===== config.mk =====
export PLATFORM = sky130hd
export DESIGN_NAME = reg_scoreboard
export DESIGN_NICKNAME = d
export VERILOG_FILES = /design/src/rtl/reg_scoreboard.sv
export SDC_FILE = /design/constraint.sdc
export NUM_CORES = 1
export LEC_CHECK = 0
export BUFFER_PORTS_ARGS = -buffer_cell sky130_fd_sc_hd__buf_4
export CORE_ASPECT_RATIO = 0.75
export CORE_UTILIZATION = 25
export CTS_CLUSTER_DIAMETER = 120
export DETAILED_ROUTE_END_ITERATION = 10
export PLACE_DENSITY = 0.43
export SLEW_MARGIN = 20
export SYNTH_ARGS = -nofsm -noshare
export SYNTH_HDL_FRONTEND = slang
export SYNTH_SLANG_ARGS = --single-unit

===== constraint.sdc =====
create_clock -name clk -period 4.2 [get_ports clk]
set_clock_uncertainty 0.05 [all_clocks]
set_input_delay 0.42 -clock clk [delete_from_list [all_inputs] [get_ports clk]]
set_output_delay 0.42 -clock clk [all_outputs]
set_load 0.01 [all_outputs]

===== src/rtl/reg_scoreboard.sv =====
// rtl/reg_scoreboard.sv - per-register pending-write scoreboard for issue hazard stalls
module reg_scoreboard #(
    parameter int CNT_W = 2
) (
    input  logic               clk,
    input  logic               rst,
    input  logic               issue_valid,
    input  logic [4:0]         issue_rs1,
    input  logic [4:0]         issue_rs2,
    input  logic               issue_uses_rs1,
    input  logic               issue_uses_rs2,
    input  logic [4:0]         issue_rd,
    input  logic               issue_writes_rd,
    output logic               issue_stall,
    output logic               issue_accept,
    input  logic               wb_valid,
    input  logic [4:0]         wb_rd,
    input  logic               flush,
    output logic [31:0]        busy_vec,
    output logic [CNT_W+4:0]   pending_total,
    output logic               err_underflow
);
    localparam int TOT_W = CNT_W + 5;
    localparam logic [CNT_W-1:0] CNT_MAX = '1;

    logic [CNT_W-1:0] cnt_q [1:31];
    logic [CNT_W-1:0] cnt_d [1:31];
    logic [TOT_W-1:0] pending_total_q, pending_total_d;
    logic             err_underflow_q, err_underflow_d;

    // x0 reads as a permanently idle counter so hazard lookups need no special index range
    logic [CNT_W-1:0] cnt_view [0:31];
    always_comb begin
        cnt_view[0] = '0;
        for (int i = 1; i < 32; i++) cnt_view[i] = cnt_q[i];
    end

    logic raw1, raw2, sat, inc, wb_nz, dec, underflow;

    always_comb begin
        raw1      = issue_uses_rs1 && (issue_rs1 != 5'd0) && (cnt_view[issue_rs1] != '0);
        raw2      = issue_uses_rs2 && (issue_rs2 != 5'd0) && (cnt_view[issue_rs2] != '0);
        sat       = issue_writes_rd && (issue_rd != 5'd0) && (cnt_view[issue_rd] == CNT_MAX);
        issue_stall  = issue_valid && (raw1 || raw2 || sat);
        issue_accept = issue_valid && !issue_stall;
        inc       = issue_accept && issue_writes_rd && (issue_rd != 5'd0);
        wb_nz     = wb_valid && (wb_rd != 5'd0);
        dec       = wb_nz && (cnt_view[wb_rd] != '0);
        underflow = wb_nz && (cnt_view[wb_rd] == '0);
    end

    always_comb begin
        for (int i = 1; i < 32; i++) begin
            cnt_d[i] = cnt_q[i];
            if (flush) begin
                cnt_d[i] = '0;
            end else if (inc && (issue_rd == 5'(i)) && !(dec && (wb_rd == 5'(i)))) begin
                cnt_d[i] = cnt_q[i] + CNT_W'(1);
            end else if (dec && (wb_rd == 5'(i)) && !(inc && (issue_rd == 5'(i)))) begin
                cnt_d[i] = cnt_q[i] - CNT_W'(1);
            end
        end
        pending_total_d = flush ? '0 : (pending_total_q + TOT_W'(inc) - TOT_W'(dec));
        err_underflow_d = err_underflow_q | underflow;
    end

    always_ff @(posedge clk or negedge rst) begin
        if (!rst) begin
            for (int i = 1; i < 32; i++) cnt_q[i] <= '0;
            pending_total_q <= '0;
            err_underflow_q <= 1'b0;
        end else begin
            for (int i = 1; i < 32; i++) cnt_q[i] <= cnt_d[i];
            pending_total_q <= pending_total_d;
            err_underflow_q <= err_underflow_d;
        end
    end

    always_comb begin
        busy_vec[0] = 1'b0;
        for (int i = 1; i < 32; i++) busy_vec[i] = (cnt_q[i] != '0);
    end

    assign pending_total = pending_total_q;
    assign err_underflow = err_underflow_q;
endmodule

Word level (Yosys, flattened, before mapping)
Cells that the tools add are included.
{"block": "word_totals", "ff_bits": 70, "output_inout_bits": 42, "wordCells": 547}
{"block": "classes", "addsub": 64, "order_cmp": 4, "n_eq_ne": 63, "mux": 106, "n_bitwise": 5, "reduce_logical": 272}
{"op": "$mux W2", "n": 101}
{"op": "$eq A5 B5 Y1 const B", "n": 32}
{"op": "$logic_and A1 B1 Y1", "n": 137}
{"op": "$reduce_bool A3 Y1", "n": 31}
{"op": "$eq A5 B4 Y1 const B", "n": 16}
{"op": "$reduce_bool A2 Y1", "n": 34}
{"op": "$logic_not A1 Y1", "n": 63}
{"op": "$add A2 B1 Y2 const B", "n": 31}
{"op": "$sub A2 B1 Y2 const B", "n": 31}
{"op": "$bmux W2 S5", "n": 4}
{"op": "$eq A5 B3 Y1 const B", "n": 8}
{"op": "$ge A6 B6 Y1 const B", "n": 4}
{"op": "$not A5 Y6", "n": 4}
{"op": "$eq A5 B2 Y1 const B", "n": 4}
{"op": "$reduce_bool A5 Y1", "n": 4}
{"op": "$eq A5 B1 Y1 const B", "n": 2}
{"op": "$add A7 B1 Y7", "n": 1}
{"op": "$mux W7", "n": 1}
{"op": "$sub A7 B1 Y7", "n": 1}
{"op": "$eq A2 B2 Y1 const B", "n": 1}
{"op": "$logic_not A2 Y1", "n": 1}
{"op": "$logic_or A1 B1 Y1", "n": 2}
{"op": "$or A1 B1 Y1", "n": 1}

Depth between registers and ports, before layout
{"block": "depth", "ltp_word": 19, "ltp_mapped": 22, "depth_no_buf": 19}

Least setup slack after synthesis
Ideal clock, no wire load.
{"block": "synth_path", "kind": "input-to-reg", "startpoint": "input issue_rd[1]", "endpoint": "register pending_total_q[6], in the netlist pending_total[6]", "setup_time_ps": 132, "arrival_time_ps": 4407, "required_ps": 4018, "path_slack_ps": -389, "path_stages": 22, "path_buffers": 4, "path_cell_list": "clkbuf_1 > clkbuf_1 > mux4_1 > mux2i_1 > mux2i_1 > a22oi_1 > or4b_1 > buf_6 > buf_6 > nor2_1 > and2_1 > nand3_1 > ha_1 > inv_1 > ha_1 > fa_1 > a21o_1 > a21oi_1 > o21bai_1 > a21oi_1 > xnor2_1 > nor2_1"}
{"block": "synth_via", "elab_chain_cells": 15}
{"item": "start: declaration", "line_no": "12", "source": "input logic [4:0] issue_rd,"}
{"item": "$not A5 Y6 (not written as such)", "line_no": "43", "source": "sat = issue_writes_rd && (issue_rd != 5'd0) && (cnt_view[issue_rd] == CNT_MAX);"}
{"item": "$bmux W2 S5", "line_no": "43"}
{"item": "$mux W2 (not written as such) (2 in a row)", "line_no": "43"}
{"item": "$eq A2 B2 Y1", "line_no": "43"}
{"item": "$logic_and A1 B1 Y1 (*)", "line_no": "43"}
{"item": "$logic_or A1 B1 Y1 (*)", "line_no": "44", "source": "issue_stall = issue_valid && (raw1 || raw2 || sat);"}
{"item": "$logic_and A1 B1 Y1 (*)", "line_no": "44"}
{"item": "$logic_not A1 Y1 (*)", "line_no": "45", "source": "issue_accept = issue_valid && !issue_stall;"}
{"item": "$logic_and A1 B1 Y1 (*)", "line_no": "45"}
{"item": "net issue_accept", "line_no": "15", "source": "output logic issue_accept,"}
{"item": "$logic_and A1 B1 Y1 (*) (2 in a row)", "line_no": "46", "source": "inc = issue_accept && issue_writes_rd && (issue_rd != 5'd0);"}
{"item": "$add A7 B1 Y7 (*)", "line_no": "63", "source": "pending_total_d = flush ? '0 : (pending_total_q + TOT_W'(inc) - TOT_W'(dec));"}
{"item": "$sub A7 B1 Y7 (*)", "line_no": "63"}
{"item": "$mux W7 (*)", "line_no": "63"}
{"item": "net pending_total_d[6]", "line_no": "28", "source": "logic [TOT_W-1:0] pending_total_q, pending_total_d;"}
{"item": "end signal: assignment", "line_no": "74", "source": "pending_total_q <= pending_total_d;"}
{"item": "end: declaration", "line_no": "28"}
Mark *: on every way through the listed nets, which the timed path passes. The rest lies on a longest branch. The select of a mux whose other input is x is not followed.
A chain may end at the register's enable or synchronous reset.

Final worst setup path
{"block": "layout_path", "startpoint": "register cnt_q[38] (netlist name)", "endpoint": "register pending_total_q[6], in the netlist pending_total[6]"}
{"block": "layout_via", "elab_chain_cells": 15}
{"item": "start: declaration", "line_no": "26", "source": "logic [CNT_W-1:0] cnt_q [1:31];"}
{"item": "$bmux W2 S5, on equally long branches", "line_no": "41, 42"}
{"item": "$mux W2, on equally long branches (2 in a row)", "line_no": "41, 42"}
{"item": "$reduce_bool A2 Y1, on equally long branches", "line_no": "41, 42"}
{"item": "$logic_and A1 B1 Y1, on equally long branches", "line_no": "41, 42"}
{"item": "$logic_or A1 B1 Y1 (2 in a row)", "line_no": "44"}
{"item": "$logic_and A1 B1 Y1", "line_no": "44"}
{"item": "$logic_not A1 Y1", "line_no": "45"}
{"item": "$logic_and A1 B1 Y1", "line_no": "45"}
{"item": "$logic_and A1 B1 Y1 (2 in a row)", "line_no": "46"}
{"item": "$add A7 B1 Y7", "line_no": "63"}
{"item": "$sub A7 B1 Y7 (*)", "line_no": "63"}
{"item": "$mux W7 (*)", "line_no": "63"}
{"item": "net pending_total_d[6]", "line_no": "28"}
Marks and branches as above.

==> results.cfg <==
[detailed_routing]
vias = 5939
vias_per_cell = 5.17
drtIter0Drc = 611
drt-total-wl_um = 24300
postRouteAntennaNets = 0
wl_per_cell_um = 21.1
dr.pass1.iters = 5
drc = 0

[synthesis]
syn_inst = 685
yosysSeqAreaShare = 0.289
async_flop_share = 1.00
synth_area_mm2 = 0.00607
yosysWarningCount = 0
ys_top_cells_by_count = nor2_1 (82), dfrtp_1 (70), o21ai_0 (69)
synth_seq_cells = 70
synth.most_common_cell = nor2_1
synth_top_family_by_area = simple AND/OR/NAND/NOR gates
synthSimpleGateAreaFrac = 0.264
synth_area_leader_cell = dfrtp_1
synthAdderAreaFrac = 0.0177
yosysTopAreaCellShare = 0.289
synth_compound_area_frac = 0.144
synth.area.top_cells = dfrtp_1 (29%), xnor2_1 (9.5%), mux4_2 (6.3%), o21ai_0 (5.7%), nor4_2 (5.6%)
yosys_most_used_dff = dfrtp_1
synth_xor_area_frac = 0.0982
yosysUniqueCellTypes = 63
synth_edf_count = 0
synthesis.nets = 721
synthMuxAreaShare = 0.125
syn_avg_cell_area_um2 = 8.86

[sta]
setup_viol = 0
relSlewSlack = 0.406
fmaxAchievable_mhz = 245
grt_setup_unrepaired = yes
slew_viol_final = 0
hold_viol_final = 0
hold_slack_ns = 0.0238
period_needed_ns = 4.09
worst-slew-pin-transition_ns = 0.891
period_share = 0.973
finalSetupTns_ns = 0

[critical_path]
cp_max_fo = 2
cp.arrival_ns = 4.24
worstSetupStartpointType = flip-flop
worstPathRequired_ns = 4.35
criticalPathCategory = reg -> reg
setup.worst_path.end_class = flip-flop

[min_path]
hold_class = in -> async

[power]
finalPower_uw = 2080
p_leak_uw = 0.00342
powerDensity_mw_per_mm2 = 258
ir_drop_uv = 191

[final_layout]
diodes = 0
fillerInstances = 2432
num-nets-final = 880
seq_area_mm2 = 0.00175
drive_above_1_share = 0.352
multi_input_area_mm2 = 0.00401
area.growth.synth_to_final_pct = 32.7

[clocking]
clkSlewWorstSetupHoldPaths_ns = 0.06
htree_levels = 3
clock_sinks = 70
hold_buffers = 0
cts_tree = built
clockBufferDepth = 2
cts_buffers = 9
insertion_delay_ns = 0.35
cts_root_buf = clkbuf_16

[grt]
antenna_found_initial = 0
gr-total-overflow = 0
grt_max_degree = 71
grt_pass1_wl_um = 36300
first_global_vias = 5348
grt_usage = 0.201

[floorplanning]
start_util = 0.259
core_area_mm2 = 0.0234
die_w_um = 182
dieHeight_um = 137
num_rows = 48
die_area_mm2 = 0.0249
ios = 70

[flow_run]
max_cap_viol_count = 0

[place]
dp_hpwl_um = 18500
io_buffers = 68
gp_congestion = 0.876

[status]
status = finished, final reports clean
[cell type report]
type,count,area share
Multi-Input combinational cell,533,0.498
Inverter,40,0.0186
Tap cell,300,0.0466
Clock buffer,13,0.0323
Clock inverter,3,0.00233
Sequential cell,70,0.218
Timing Repair Buffer,190,0.184
[worst paths after layout]
path                          startpoint               end  slack [ns]  cells past startpoint
max                            cnt_q[38]  pending_total[6]        0.11                     18
min                                  rst         cnt_q[30]        0.02                      1
max reg2reg                    cnt_q[38]  pending_total[6]        0.11                     18
min reg2reg                err_underflow     err_underflow        0.45                      1
max in group asynchronous            rst         cnt_q[38]        3.42                      2
min in group clk                wb_valid     err_underflow        0.33                      2
[placed cells by master (no fill, tap or decap), types with 6 or more instances in the layout]
| cell type | Yosys | layout |
|---|---|---|
| nor3_1 | 14 | 14 |
| nand2_1 | 20 | 20 |
| clkbuf_16 | 0 | 9 |
| xnor2_1 | 66 | 66 |
| nand2b_1 | 6 | 6 |
| or2_2 | 11 | 9 |
| nor2_1 | 82 | 80 |
| inv_1 | 39 | 38 |
| nor4_2 | 27 | 26 |
| mux4_2 | 17 | 26 |
| dfrtp_1 | 70 | 68 |
| nand3_1 | 29 | 28 |
| buf_4 | 1 | 184 |
| mux2i_1 | 7 | 6 |
| nor2b_1 | 12 | 12 |
| a21oi_1 | 39 | 38 |
| nor4_1 | 6 | 6 |
| o21ai_0 | 69 | 68 |
| and2_1 | 27 | 26 |
| nand4_1 | 13 | 13 |
[sequential cells by signal, indices dropped and copies added (netlist names)]
name / count
pending_total: 7
err_underflow: 1
cnt_q: 62
[stage by stage]
step	utilization	worst slack (ns)	instances	area [um^2]
6_report	0.344	0.115	1149	8050
5_1_grt	0.344	-0.123	1149	8050
4_1_cts	0.339	0.00939	1145	7950
3_5_place_dp	0.327	-0.454	1129	7650
3_3_place_gp	0.327	-0.363	1129	7650
2_1_floorplan	-	0.00582	685	6080
[layer usage]
layer | part of all wire | global-route usage | wire [um]
met5 | 0 | 0 | 0
met3 | 0.090 | 0.0524 | 2190
met1 | 0.54 | 0.327 | 13100
met2 | 0.36 | 0.254 | 8800
met4 | 0.0092 | 0.0392 | 223
[repair_timing]
action | CTS | global route
resized for setup | 6 | 14
setup buffers | 0 | 3
cloned | 0 | 0
endpoints found under the setup margin | 3 | 3
pin swaps | 7 | 10
[power breakdown]
| group | total [uW] | leakage [uW] | internal, uW | switching (uW) |
|---|---|---|---|---|
| clock network | 755 | 0.000140 | 432 | 322 |
| logic | 596 | 0.00232 | 268 | 328 |
| registers | 728 | 0.000962 | 703 | 25.4 |
[worst max-delay path: stages, from the launching register on]
cell,delay (ns)
dfrtp_2,0.45
mux4_2,0.47
mux2i_2,0.21
a211oi_2,0.11
a22oi_2,0.20
or4b_4,0.51
nor2_4,0.11
and2_4,0.16
nand3_4,0.09
ha_4,0.27
inv_2,0.03
ha_4,0.15
fa_2,0.35
a21o_1,0.19
a21oi_2,0.14
o21bai_1,0.10
a21oi_1,0.16
xnor2_1,0.13
nor2_1,0.05
[kinds of logic (layout without fill, tap and decap cells)]
family                     count (synthesis)  after routing
DFF                                       70             70
xor gates and xnor gates                  68             68
other                                      1              1
buffers and inverters                     82            246
adders and majority gates                  8              8
and+or+nand+nor                          268            268
AOI/OAI and AO/OA                        150            150
muxes                                     38             38
Note: power is estimated with default switching activity, not from simulation.
